**config.mk**
```make
export PLATFORM = sky130hd
export DESIGN_NAME = sw_green_request
export DESIGN_NICKNAME = d
export VERILOG_FILES = /design/src/rtl/sw_req_pkg.sv /design/src/rtl/sw_debounce.sv /design/src/rtl/sw_green_request.sv
export SDC_FILE = /design/constraint.sdc
export NUM_CORES = 1
export LEC_CHECK = 0
export BUFFER_PORTS_ARGS = -buffer_cell sky130_fd_sc_hd__buf_2
export CAP_MARGIN = 30
export CORE_MARGIN = 2
export CORE_UTILIZATION = 45
export CTS_CLUSTER_DIAMETER = 40
export CTS_CLUSTER_SIZE = 16
export DETAILED_ROUTE_END_ITERATION = 8
export GPL_ROUTABILITY_DRIVEN = 0
export PLACE_DENSITY_LB_ADDON = 0.15
export SYNTH_ARGS = -nofsm -noshare
export SYNTH_HDL_FRONTEND = slang
export SYNTH_SLANG_ARGS = --single-unit
```
**constraint.sdc**
```tcl
create_clock -name clk_i -period 3.4 [get_ports clk_i]
set_input_delay 0.34 -clock clk_i [delete_from_list [all_inputs] [get_ports clk_i]]
set_output_delay 0.34 -clock clk_i [all_outputs]
set_load 0.1 [all_outputs]
```
**src/rtl/sw_req_pkg.sv**
```systemverilog
// Shared types for the green-request switch conditioner: channel FSM encoding
// and channel index constants.
package sw_req_pkg;

    typedef enum logic [1:0] {
        IDLE = 2'd0,
        PEND = 2'd1,
        HOLD = 2'd2
    } ch_state_e;

    localparam int CH1 = 0;
    localparam int CH2 = 1;

endpackage

```
**src/rtl/sw_debounce.sv**
```systemverilog
// Two-flop synchronizer plus counter debouncer for one raw switch; also emits a
// one-cycle pulse on the cycle the debounced level rises.
module sw_debounce #(
    parameter int DEBOUNCE_CYCLES = 500000
) (
    input  logic clk_i,
    input  logic rst_i,
    input  logic sw_i,
    output logic db_o,
    output logic rise_o
);

    localparam int CNT_W = $clog2(DEBOUNCE_CYCLES + 1);

    logic             sync_p0;
    logic             sync_p1;
    logic [CNT_W-1:0] cnt;

    // stage p0/p1: metastability guard on the asynchronous switch pin
    always_ff @(posedge clk_i or posedge rst_i) begin
        if (rst_i) begin
            sync_p0 <= 1'b0;
            sync_p1 <= 1'b0;
        end else begin
            sync_p0 <= sw_i;
            sync_p1 <= sync_p0;
        end
    end

    // debounce stage: any agreeing cycle restarts the stability count
    always_ff @(posedge clk_i or posedge rst_i) begin
        if (rst_i) begin
            cnt    <= '0;
            db_o   <= 1'b0;
            rise_o <= 1'b0;
        end else begin
            rise_o <= 1'b0;
            if (sync_p1 != db_o) begin
                if (cnt == CNT_W'(DEBOUNCE_CYCLES - 1)) begin
                    cnt    <= '0;
                    db_o   <= sync_p1;
                    rise_o <= sync_p1;
                end else begin
                    cnt <= cnt + 1'b1;
                end
            end else begin
                cnt <= '0;
            end
        end
    end

endmodule

```
**src/rtl/sw_green_request.sv**
```systemverilog
// Green-request conditioner: debounced switches latch one pending request per
// direction until acked. Optional request lifetime under SW_REQ_TIMEOUT_EN.
module sw_green_request
    import sw_req_pkg::*;
#(
    parameter int DEBOUNCE_CYCLES = 500000,
    parameter int TIMEOUT_CYCLES  = 50000000
) (
    input  logic clk_i,
    input  logic rst_i,
    input  logic sw_green_1,
    input  logic sw_green_2,
    input  logic ack1_i,
    input  logic ack2_i,
    output logic req1_o,
    output logic req2_o,
    output logic first_o,
    output logic expired1_o,
    output logic expired2_o
);

    logic [1:0] db;
    logic [1:0] rise;
    logic [1:0] ack;
    logic [1:0] enter;
    logic [1:0] tmo_hit;
    logic [1:0] req;
    logic       first_nx;
    ch_state_e  st    [2];
    ch_state_e  st_nx [2];

    assign ack = {ack2_i, ack1_i};

    sw_debounce #(.DEBOUNCE_CYCLES(DEBOUNCE_CYCLES)) u_db1 (
        .clk_i  (clk_i),
        .rst_i  (rst_i),
        .sw_i   (sw_green_1),
        .db_o   (db[CH1]),
        .rise_o (rise[CH1])
    );

    sw_debounce #(.DEBOUNCE_CYCLES(DEBOUNCE_CYCLES)) u_db2 (
        .clk_i  (clk_i),
        .rst_i  (rst_i),
        .sw_i   (sw_green_2),
        .db_o   (db[CH2]),
        .rise_o (rise[CH2])
    );

    // A served request parks in HOLD while the switch is still pressed, so one
    // press can never raise two requests.
    always_comb begin
        for (int c = 0; c < 2; c++) begin
            st_nx[c] = st[c];
            enter[c] = 1'b0;
            case (st[c])
                IDLE: if (rise[c]) begin
                    st_nx[c] = PEND;
                    enter[c] = 1'b1;
                end
                PEND: if (ack[c] || tmo_hit[c]) st_nx[c] = db[c] ? HOLD : IDLE;
                HOLD: if (!db[c]) st_nx[c] = IDLE;
                default: st_nx[c] = IDLE;
            endcase
        end
    end

    // Simultaneous entries alternate the winner so neither direction starves.
    always_comb begin
        first_nx = first_o;
        if (enter[CH1] && enter[CH2])
            first_nx = ~first_o;
        else if (enter[CH1] && st[CH2] != PEND)
            first_nx = 1'b0;
        else if (enter[CH2] && st[CH1] != PEND)
            first_nx = 1'b1;
    end

    // fsm stage: state, request level and arrival order
    always_ff @(posedge clk_i or posedge rst_i) begin
        if (rst_i) begin
            st[CH1] <= IDLE;
            st[CH2] <= IDLE;
            req     <= '0;
            first_o <= 1'b0;
        end else begin
            for (int c = 0; c < 2; c++) begin
                st[c]  <= st_nx[c];
                req[c] <= (st_nx[c] == PEND);
            end
            first_o <= first_nx;
        end
    end

    assign req1_o = req[CH1];
    assign req2_o = req[CH2];

`ifdef SW_REQ_TIMEOUT_EN
    localparam int TW = $clog2(TIMEOUT_CYCLES + 1);

    logic [TW-1:0] tcnt [2];
    logic [1:0]    expired;

    always_comb begin
        tmo_hit = '0;
        for (int c = 0; c < 2; c++)
            tmo_hit[c] = (st[c] == PEND) && (tcnt[c] == TW'(TIMEOUT_CYCLES - 1));
    end

    // lifetime stage: an ack arriving on the expiry cycle suppresses the pulse
    always_ff @(posedge clk_i or posedge rst_i) begin
        if (rst_i) begin
            tcnt[CH1] <= '0;
            tcnt[CH2] <= '0;
            expired   <= '0;
        end else begin
            for (int c = 0; c < 2; c++) begin
                expired[c] <= tmo_hit[c] && !ack[c];
                if (enter[c])
                    tcnt[c] <= '0;
                else if (st[c] == PEND)
                    tcnt[c] <= tcnt[c] + 1'b1;
            end
        end
    end

    assign expired1_o = expired[CH1];
    assign expired2_o = expired[CH2];
`else
    assign tmo_hit    = '0;
    assign expired1_o = 1'b0;
    assign expired2_o = 1'b0;
`endif

endmodule

```
==> results of run 1 <==
## layer usage
layer | share of wire (%) | track usage, %
met4 | 1.4 | 4.912
met2 | 44 | 23.88
met5 | 0 | 0
met1 | 50 | 22.96
met3 | 4.5 | 3.218
## through the flow
step	power [W]	area [um2]	instances
after CTS	0.001139	2726	327
after floorplan	0.0006930	2470	242
final	0.001122	2726	327
after global routing	0.001168	2726	327
after global placement	0.0007059	2585	317
after detailed placement	0.0007092	2605	318
## cell usage after synthesis (2+ instances only)
library cell / n
nand3_1: 11
a21oi_1: 11
dfrtp_1: 53
nand2_1: 14
or2_2: 2
clkbuf_1: 2
xnor2_1: 20
inv_1: 7
o21ai_0: 6
nor2b_1: 3
nor4b_1: 2
buf_4: 2
or4_1: 6
and2_1: 3
or3_1: 6
ha_1: 2
xor2_1: 7
nor2_1: 35
nand4_1: 8
and3_1: 4
nor3b_1: 3
nor4_1: 7
o31ai_1: 4
mux2i_1: 2
nor3_1: 5
## power by group
part	internal, W	switching (W)	leakage (nW)	total (W)
Combinational	0.0000139	0.0000364	0.334	0.0000503
Clock	0.000221	0.000205	0.0554	0.000426
Sequential	0.000638	0.00000757	0.726	0.000646
## path summary, 6_finish.rpt
check	end
max in group asynchronous	u_db2.cnt[5]
hold reg to reg	u_db2.sync_p1
setup reg to reg	u_db2.cnt[18]
min in group asynchronous	first_o
hold / removal	u_db2.sync_p0
setup / recovery	u_db2.cnt[18]
## cell families after synthesis
logic type                 after synthesis  synth area share [%]
AOI/OAI and AO/OA                       25                 5.987
buffers and inverters                   12                 2.182
DFF                                     53                 53.78
xor gates and xnor gates                27                 9.589
other                                    1                0.1521
and+or+nand+nor                        117                 25.57
adders and majority gates                2                 1.015
muxes                                    4                 1.725
## area by class of cell
class                   instances  area, um2  area share (%)
flip-flops and latches         53       1326           48.65
multi-input cells             177       1090           39.97
well taps                      70      87.58           3.212
repair buffers                 12      85.08           3.121
clock buffers                   6      72.57           2.662
clock inverters                 2      38.79           1.423
inverters                       7      26.28          0.9637
## flip-flops by register name (all words and copies together), names as in the netlist
register       cells
u_db2.sync_p0      1
st                 4
u_db1.sync_p0      1
u_db2.sync_p1      1
u_db1.db_o         1
u_db2.rise_o       1
req                2
first_o            1
u_db2.db_o         1
u_db1.rise_o       1
u_db1.cnt         19
u_db2.cnt         19
u_db1.sync_p1      1
==> reports/metrics.yaml, run 1 <==
status:
  outcome: "completed"
sta:
  setup_violations: 0
  fin_crit_sh_pct: 61.07
  fin_hold_ws_ps: 137.8
  max_clock_freq_mhz: 481.6
  worst_pin_slew_ps: 601.1
  slew_viol_final: 0
  hold_viol: 0
  skew_ps: 6.792
  fin_crit_ps: 2076
  final.setup.tns_ps: 0
  max_slew_margin_pct: 59.69
  rsz0062_at_grt: "no"
  fin_ws_ps: 1324
logic_synthesis:
  synth_top_area_cell: "dfrtp_1"
  ys_ff_latch: 53
  synth_edf_count: 0
  ys_seq_area_share_pct: 53.78
  postSynthCellCount: 241
  synth_top_flop_cell: "dfrtp_1"
  synthArstFlopShare_pct: 100.0
  ys_types: 41
  synthesis.area_um2: 2466
  synth_area_leaders: "dfrtp_1 (54%), xnor2_1 (7.1%), nor2_1 (5.3%)"
  synth.top_cell.area_share_pct: 53.78
  synth.avg_cell_area_um2: 10.23
  ys.warnings.count: 0
die:
  io_pins: 11
  core_area_um2: 5205
  dieWidth_um: 78.03
  initial_utilization_pct: 47.38
  die_h_um: 78.03
  dieArea_um2: 6089
  row_count: 26
worst_setup_path:
  worstPathRequired_ps: 3640
  reg2reg_slack_ps: 1320
  worst_path_max_delay_cell: "or4b_2"
  r2r-start: "u_db2.cnt[0]"
  critPathTopFamily: "simple AND/OR/NAND/NOR gates"
  crit_path_start: "u_db2.cnt[0]"
  cpPeakStageDelay_ps: 610
  worstPathCellList: "ha_1, nand4_1, nor2_1, or4b_2, a21oi_1"
  worstSetupPathType: "flop to flop"
  worst-path-buf-inv: 0
  path_depth: 5
  start_kind: "flop"
  r2r_cells: 5
  crit_arrival_ps: 2310
  worstPathMaxFanout: 9
  endpoint_kind: "flop"
clocking:
  cts_resized: 0
  numCtsBuffers: 5
  clk_pin_slew_ps: 90
  htree_levels: 2
  cts-root-buf: "clkbuf_8"
  post_cts_buffers: 0
  clk_latency_ps: 300
  clock_sinks: 53
  clockBufferDepth: 2
  cts_hold_buf: 1
  cts_tree: "yes"
cells_and_area:
  final_util_pct: 52.38
  syn2layout_area_growth_pct: 10.55
  fillCellCount: 487
  final_cell_mix: "dfrtp_1 (53), nor2_1 (35), xnor2_1 (20)"
  drive_gt1_share_pct: 10.89
  antenna_cells: 0
  layout_commonest_cell: "dfrtp_1"
  nets: 264
drt:
  dr_total_vias: 1778
  wl_per_cell_um: 13.38
  dr.pass1.iters: 4
  drt_wl_total_mm: 4.375
  drcViolationCount: 0
  antenna_left: 0
  drt_iter0_markers: 98
  via_per_inst: 5.437
placed_design:
  dp_slack_ps: 1349
  hpwl_mm: 3.115
  io_buffers: 8
grt:
  gr-total-overflow: 0
  grt_max_degree: 39
  grt_usage_pct: 15.79
  grt_pass1_wl_mm: 7.707
  grt_pass1_vias: 1673
  antenna_found_initial: 0
flow_run:
  max_cap_viol_count: 0
min_path:
  holdPathStages: 1
  min_path_type: "primary input to flop"
  hp-start: "sw_green_2"
power_and_ir_drop:
  p_per_area_nw_per_um2: 411.4
  p_leak_nw: 1.115
  peakVddDrop_uv: 354.5
Power figures use the tool's default switching activity.
==> run 2, diff against run 1 <==
==> constraint.sdc (replaced) <==
create_clock -name clk_i -period 2.2 [get_ports clk_i]
set_input_delay 0.22 -clock clk_i [delete_from_list [all_inputs] [get_ports clk_i]]
set_output_delay 0.22 -clock clk_i [all_outputs]
set_load 0.1 [all_outputs]
==> reports/metrics.yaml, run 2 (synthesized netlist as in run 1, its figures left out) <==
worst_setup_path:
  worst-path-buf-inv: 0
  worstPathRequired_ps: 2440
  r2r-start: "u_db1.cnt[5]"
  worstPathMaxFanout: 7
  r2r_cells: 4
  worst_path_max_delay_cell: "or4_1"
  crit_arrival_ps: 2230
  worstSetupPathType: "flop to flop"
  reg2reg_to: "u_db1.cnt[17]"
  cp_common_cell: "or4_1"
  critPathTopFamily: "simple AND/OR/NAND/NOR gates"
  start_kind: "flop"
  worstPathCellList: "nand4_2, or4_1, or4_1, a21oi_1"
  reg2reg_slack_ps: 210
  cpPeakStageDelay_ps: 620
  endpoint_kind: "flop"
drt:
  drt_wl_total_mm: 4.399
  dr_total_vias: 1763
  wl_per_cell_um: 13.21
  via_per_inst: 5.294
  dr.pass1.iters: 4
  drcViolationCount: 0
  drt_iter0_markers: 69
  antenna_left: 0
die:
  core_area_um2: 5205
  dieWidth_um: 78.03
  io_pins: 11
  initial_utilization_pct: 47.38
  dieArea_um2: 6089
  row_count: 26
  die_h_um: 78.03
sta:
  skew_ps: 11.60
  rsz0062_at_grt: "no"
  fin_hold_ws_ps: 113.8
  final.setup.tns_ps: 0
  max_clock_freq_mhz: 503.2
  fin_crit_sh_pct: 90.33
  fin_crit_ps: 1987
  hold_viol: 0
  fin_ws_ps: 212.8
  setup_violations: 0
  slew_viol_final: 0
min_path:
  hp-start: "ack1_i"
  min_path_type: "primary input to flop"
  min_to: "st[2]"
  holdPathStages: 2
grt:
  grt_max_degree: 50
  grt_pass1_vias: 1644
  grt_usage_pct: 15.96
  antenna_found_initial: 0
  gr-total-overflow: 0
  grt_pass1_wl_mm: 7.734
placed_design:
  dp_slack_ps: 231.6
  hpwl_mm: 3.026
  io_buffers: 8
cells_and_area:
  final_cell_mix: "dfrtp_1 (53), nor2_1 (35), xnor2_1 (20)"
  final_util_pct: 53.34
  nets: 270
  drive_gt1_share_pct: 12.17
  reg_top3: "u_db1.cnt x19, u_db2.cnt x19, st x4"
  layout_commonest_cell: "dfrtp_1"
  antenna_cells: 0
  syn2layout_area_growth_pct: 12.58
clocking:
  cts-root-buf: "clkbuf_8"
  cts_hold_buf: 2
  clk_latency_ps: 310
  post_cts_buffers: 0
  clock_sinks: 53
  htree_levels: 2
  numCtsBuffers: 5
  cts_tree: "yes"
  clockBufferDepth: 2
  clk_pin_slew_ps: 100
  cts_resized: 0
power_and_ir_drop:
  peakVddDrop_uv: 305.7
  p_per_area_nw_per_um2: 628.1
  p_leak_nw: 1.141
status:
  outcome: "completed"
flow_run:
  max_cap_viol_count: 0
-- run 2: how the worst max path moves through the flow --
| stage | start | depth (start not counted) | to |
|---|---|---|---|
| global route | u_db1.cnt[5] | 4 | u_db1.cnt[17] |
| global placement | u_db1.cnt[5] | 4 | u_db1.cnt[17] |
| CTS | u_db1.cnt[5] | 4 | u_db1.cnt[17] |
| detailed placement | u_db1.cnt[5] | 4 | u_db1.cnt[17] |
| finish | u_db1.cnt[5] | 4 | u_db1.cnt[17] |
| floorplan | u_db1.cnt[5] | 5 | u_db1.cnt[17] |
-- run 2: per-layer routing --
metal / global-route usage (%) / wire [um]
met4: 6.316 / 72
met3: 3.793 / 155
met5: 0 / 0
met1: 22.80 / 2339
met2: 23.53 / 1832
-- run 2: layout make-up --
class	count	area [um2]
inverters	7	26.28
clock buffers	6	72.57
flip-flops and latches	53	1326
fillers	470	2429
well taps	70	87.58
repair buffers	18	135.1
clock inverters	2	38.79
multi-input cells	177	1090
-- run 2: power breakdown --
group / total [W] / switching (W) / leakage, nW / internal (W)
logic: 0.0000827 / 0.0000575 / 0.359 / 0.0000252
clock network: 0.000663 / 0.000321 / 0.0554 / 0.000342
registers: 0.000998 / 0.0000119 / 0.726 / 0.000986
-- run 2: worst reg2reg max path, stage by stage (launching register included) --
cell and delay [ps]:
dfrtp_1 460, nand4_2 180, or4_1 620, or4_1 510
a21oi_1 160
-- run 2: metrics by stage --
step | instances | area, um2 | total power, W
after floorplan | 242 | 2470 | 0.001071
after global placement | 322 | 2635 | 0.001096
after detailed placement | 322 | 2635 | 0.001097
after CTS | 332 | 2766 | 0.001770
after global routing | 333 | 2776 | 0.001821
final | 333 | 2776 | 0.001744
==> run 3, diff against run 2 <==
--- a/config.mk
+++ b/config.mk
@@ -5,6 +5,7 @@
 export SDC_FILE = /design/constraint.sdc
 export NUM_CORES = 1
 export LEC_CHECK = 0
+export ABC_AREA = 1
 export BUFFER_PORTS_ARGS = -buffer_cell sky130_fd_sc_hd__buf_2
 export CAP_MARGIN = 30
 export CORE_MARGIN = 2
@@ -14,6 +15,7 @@
 export DETAILED_ROUTE_END_ITERATION = 8
 export GPL_ROUTABILITY_DRIVEN = 0
 export PLACE_DENSITY_LB_ADDON = 0.15
+export SLEW_MARGIN = 20
 export SYNTH_ARGS = -nofsm -noshare
 export SYNTH_HDL_FRONTEND = slang
 export SYNTH_SLANG_ARGS = --single-unit
==> reports/metrics.yaml, run 3 <==
placed_design:
  placed_cells: 448
  hpwl_mm: 4.072
  io_buffers: 8
die:
  die_h_um: 82.89
  dieArea_um2: 6870
  io_pins: 11
  dieWidth_um: 82.89
  row_count: 28
  initial_utilization_pct: 47.02
  core_area_um2: 5956
clocking:
  clk_pin_slew_ps: 110
  cts_tree: "yes"
  numCtsBuffers: 5
  clock_sinks: 53
  htree_levels: 2
  clockBufferDepth: 2
  clk_latency_ps: 310
  cts-root-buf: "clkbuf_8"
  post_cts_buffers: 0
  cts_resized: 0
worst_setup_path:
  worstPathRequired_ps: 2410
  endpoint_kind: "flop"
  crit_arrival_ps: 1670
  worstSetupPathType: "flop to flop"
  worst_path_max_delay_cell: "dfrtp_1"
  cpPeakStageDelay_ps: 390
  worstPathMaxFanout: 5
  cp_common_cell: "nor2_1"
  start_kind: "flop"
  worstPathCellList: "ha_1, nand2_1, nor2_1, nand2_1, nor2_1, nand3_1, nand3_1, nor2_1"
logic_synthesis:
  synthArstFlopShare_pct: 100.0
  ys_top_cells_by_count: "nor2_1 (102), nand2_1 (65), dfrtp_1 (53)"
  synthSimpleGateAreaFrac_pct: 34.45
  synthesis.area_um2: 2800
  synth_top_flop_cell: "dfrtp_1"
  muxShareOfSynthArea_pct: 0
  synth_area_leaders: "dfrtp_1 (47%), nor2_1 (14%), nand2_1 (8.7%)"
  synthAdderAreaFrac_pct: 0.8937
  synth.avg_cell_area_um2: 7.651
  ys_ff_latch: 53
  ys_types: 28
  synth_top_family_by_area: "simple AND/OR/NAND/NOR gates"
  synth-xor-area-share_pct: 6.479
  synth_top_area_cell: "dfrtp_1"
  postSynthCellCount: 366
  ys.warnings.count: 0
  synth_edf_count: 0
  synth.top_cell.area_share_pct: 47.36
  synth.most_common_cell: "nor2_1"
  ys_seq_area_share_pct: 47.36
  synth_compound_area_share_pct: 4.334
grt:
  grt_pass1_wl_mm: 9.611
  gr-total-overflow: 0
  antenna_found_initial: 0
  grt_usage_pct: 17.01
  grt_max_degree: 32
  grt_pass1_vias: 2210
sta:
  worst_pin_slew_ps: 666.2
  final.setup.tns_ps: 0
  fin_crit_sh_pct: 66.30
  skew_ps: 11.61
  fin_crit_ps: 1459
  rsz0062_at_grt: "no"
  slew_viol_final: 0
  max_slew_margin_pct: 55.52
  max_clock_freq_mhz: 685.6
  setup_violations: 0
  hold_viol: 21
  fin_hold_ws_ps: -11.16
status:
  violations: "negative hold slack"
  outcome: "finished, violations left"
drt:
  drt_iter0_markers: 67
  dr.pass1.iters: 4
  antenna_left: 0
  drcViolationCount: 0
  wl_per_cell_um: 11.87
  dr_total_vias: 2265
  drt_wl_total_mm: 5.438
  via_per_inst: 4.945
power_and_ir_drop:
  p_leak_nw: 1.325
  p_per_area_nw_per_um2: 543.2
  peakVddDrop_uv: 259.4
cells_and_area:
  antenna_cells: 0
  syn2layout_area_growth_pct: 9.026
  final_cell_mix: "nor2_1 (102), nand2_1 (65), dfrtp_1 (53)"
  reg_top3: "u_db1.cnt x19, u_db2.cnt x19, st x4"
  drive_gt1_share_pct: 9.661
  layout_commonest_cell: "nor2_1"
  fin_cells: 458
  fillCellCount: 600
  nets: 390
flow_run:
  max_cap_viol_count: 0
min_path:
  min_path_type: "primary input to async pin"
run 3: changes by cell type in the layout (fill, tap and decap cells not counted), moves of 6 or more:
| cell | change |
|---|---|
| buf_4 | -6 |
| nand2_1 | +51 |
| or4_1 | -6 |
| nor4_1 | -7 |
| nand2_2 | +6 |
| nand3_1 | +18 |
| xnor2_1 | -13 |
| or3_1 | -6 |
| inv_1 | +33 |
| nor2_2 | +6 |
| nor2_1 | +67 |
run 3: final cells by class:
| type | instances | area (um2) | area share, % |
|---|---|---|---|
| flip-flops and latches | 53 | 1326 | 43.44 |
| multi-input cells | 269 | 1300 | 42.58 |
| inverters | 42 | 157.7 | 5.164 |
| well taps | 75 | 93.84 | 3.074 |
| repair buffers | 11 | 80.08 | 2.623 |
| clock buffers | 5 | 68.82 | 2.254 |
| clock inverters | 3 | 26.28 | 0.8607 |
run 3: worst paths after layout:
kind                               startpoint             to  slack (ps)  cells past startpoint
worst max-delay path             u_db1.cnt[0]  u_db1.cnt[18]         740                      8
worst min-delay path                    rst_i  u_db1.cnt[14]         -10                      2
worst max register to register   u_db1.cnt[0]  u_db1.cnt[18]         740                      8
worst min register to register  u_db1.sync_p0  u_db1.sync_p1         360                      0
max in group asynchronous               rst_i   u_db2.cnt[7]        1660                      3
min in group clk_i                     ack1_i         req[0]         110                      2
run 3: cell families after synthesis:
family                   count (synthesis)
adder cells (fa/ha/maj)                  2
other                                    1
buffers and inverters                   45
XOR/XNOR                                19
AO/OA/AOI/OAI                           21
AND/OR/NAND/NOR                        225
flip-flops                              53
run 3: layer usage:
layer  global-route usage, %  wire (um)  vias up
li1                        -          -     1167
met5                       0          0        -
met3                   3.678        114        7
met1                   21.24       2618     1070
met2                   29.47       2622       21
met4                   5.216         82        0
run 3: repair_timing:
item,in CTS,in global routing
setup endpoints to repair,0,0
hold buffers,2,0
endpoints found under the hold margin,2,0
run 3: critical path, delay by kind of cell (launching register included):
kind	cells	cell delay [ps]
flip-flops	1	390
AND/OR/NAND/NOR	7	790
adder cells (fa/ha/maj)	1	200
run 3: where the power goes:
group | internal [W] | switching [W] | total (W) | leakage, nW
logic | 0.0000205 | 0.0000592 | 0.0000797 | 0.556
registers | 0.000986 | 0.00000865 | 0.000995 | 0.726
clock network | 0.000232 | 0.000352 | 0.000584 | 0.0423
run 3: through the flow:
step                      hold WS [ps]  worst slack [ps]  instance area [um2]  utilization, %  total power [W]
after detailed placement         329.6             773.6                 2938           49.33         0.001093
after CTS                        13.57             772.4                 3053           51.26         0.001684
final                           -11.16             741.4                 3053           51.26         0.001658
after floorplan                  251.4             693.8                 2804               -         0.001071
after global routing             32.40             621.7                 3053           51.26         0.001731
after global placement           327.8             835.6                 2938           49.33         0.001092
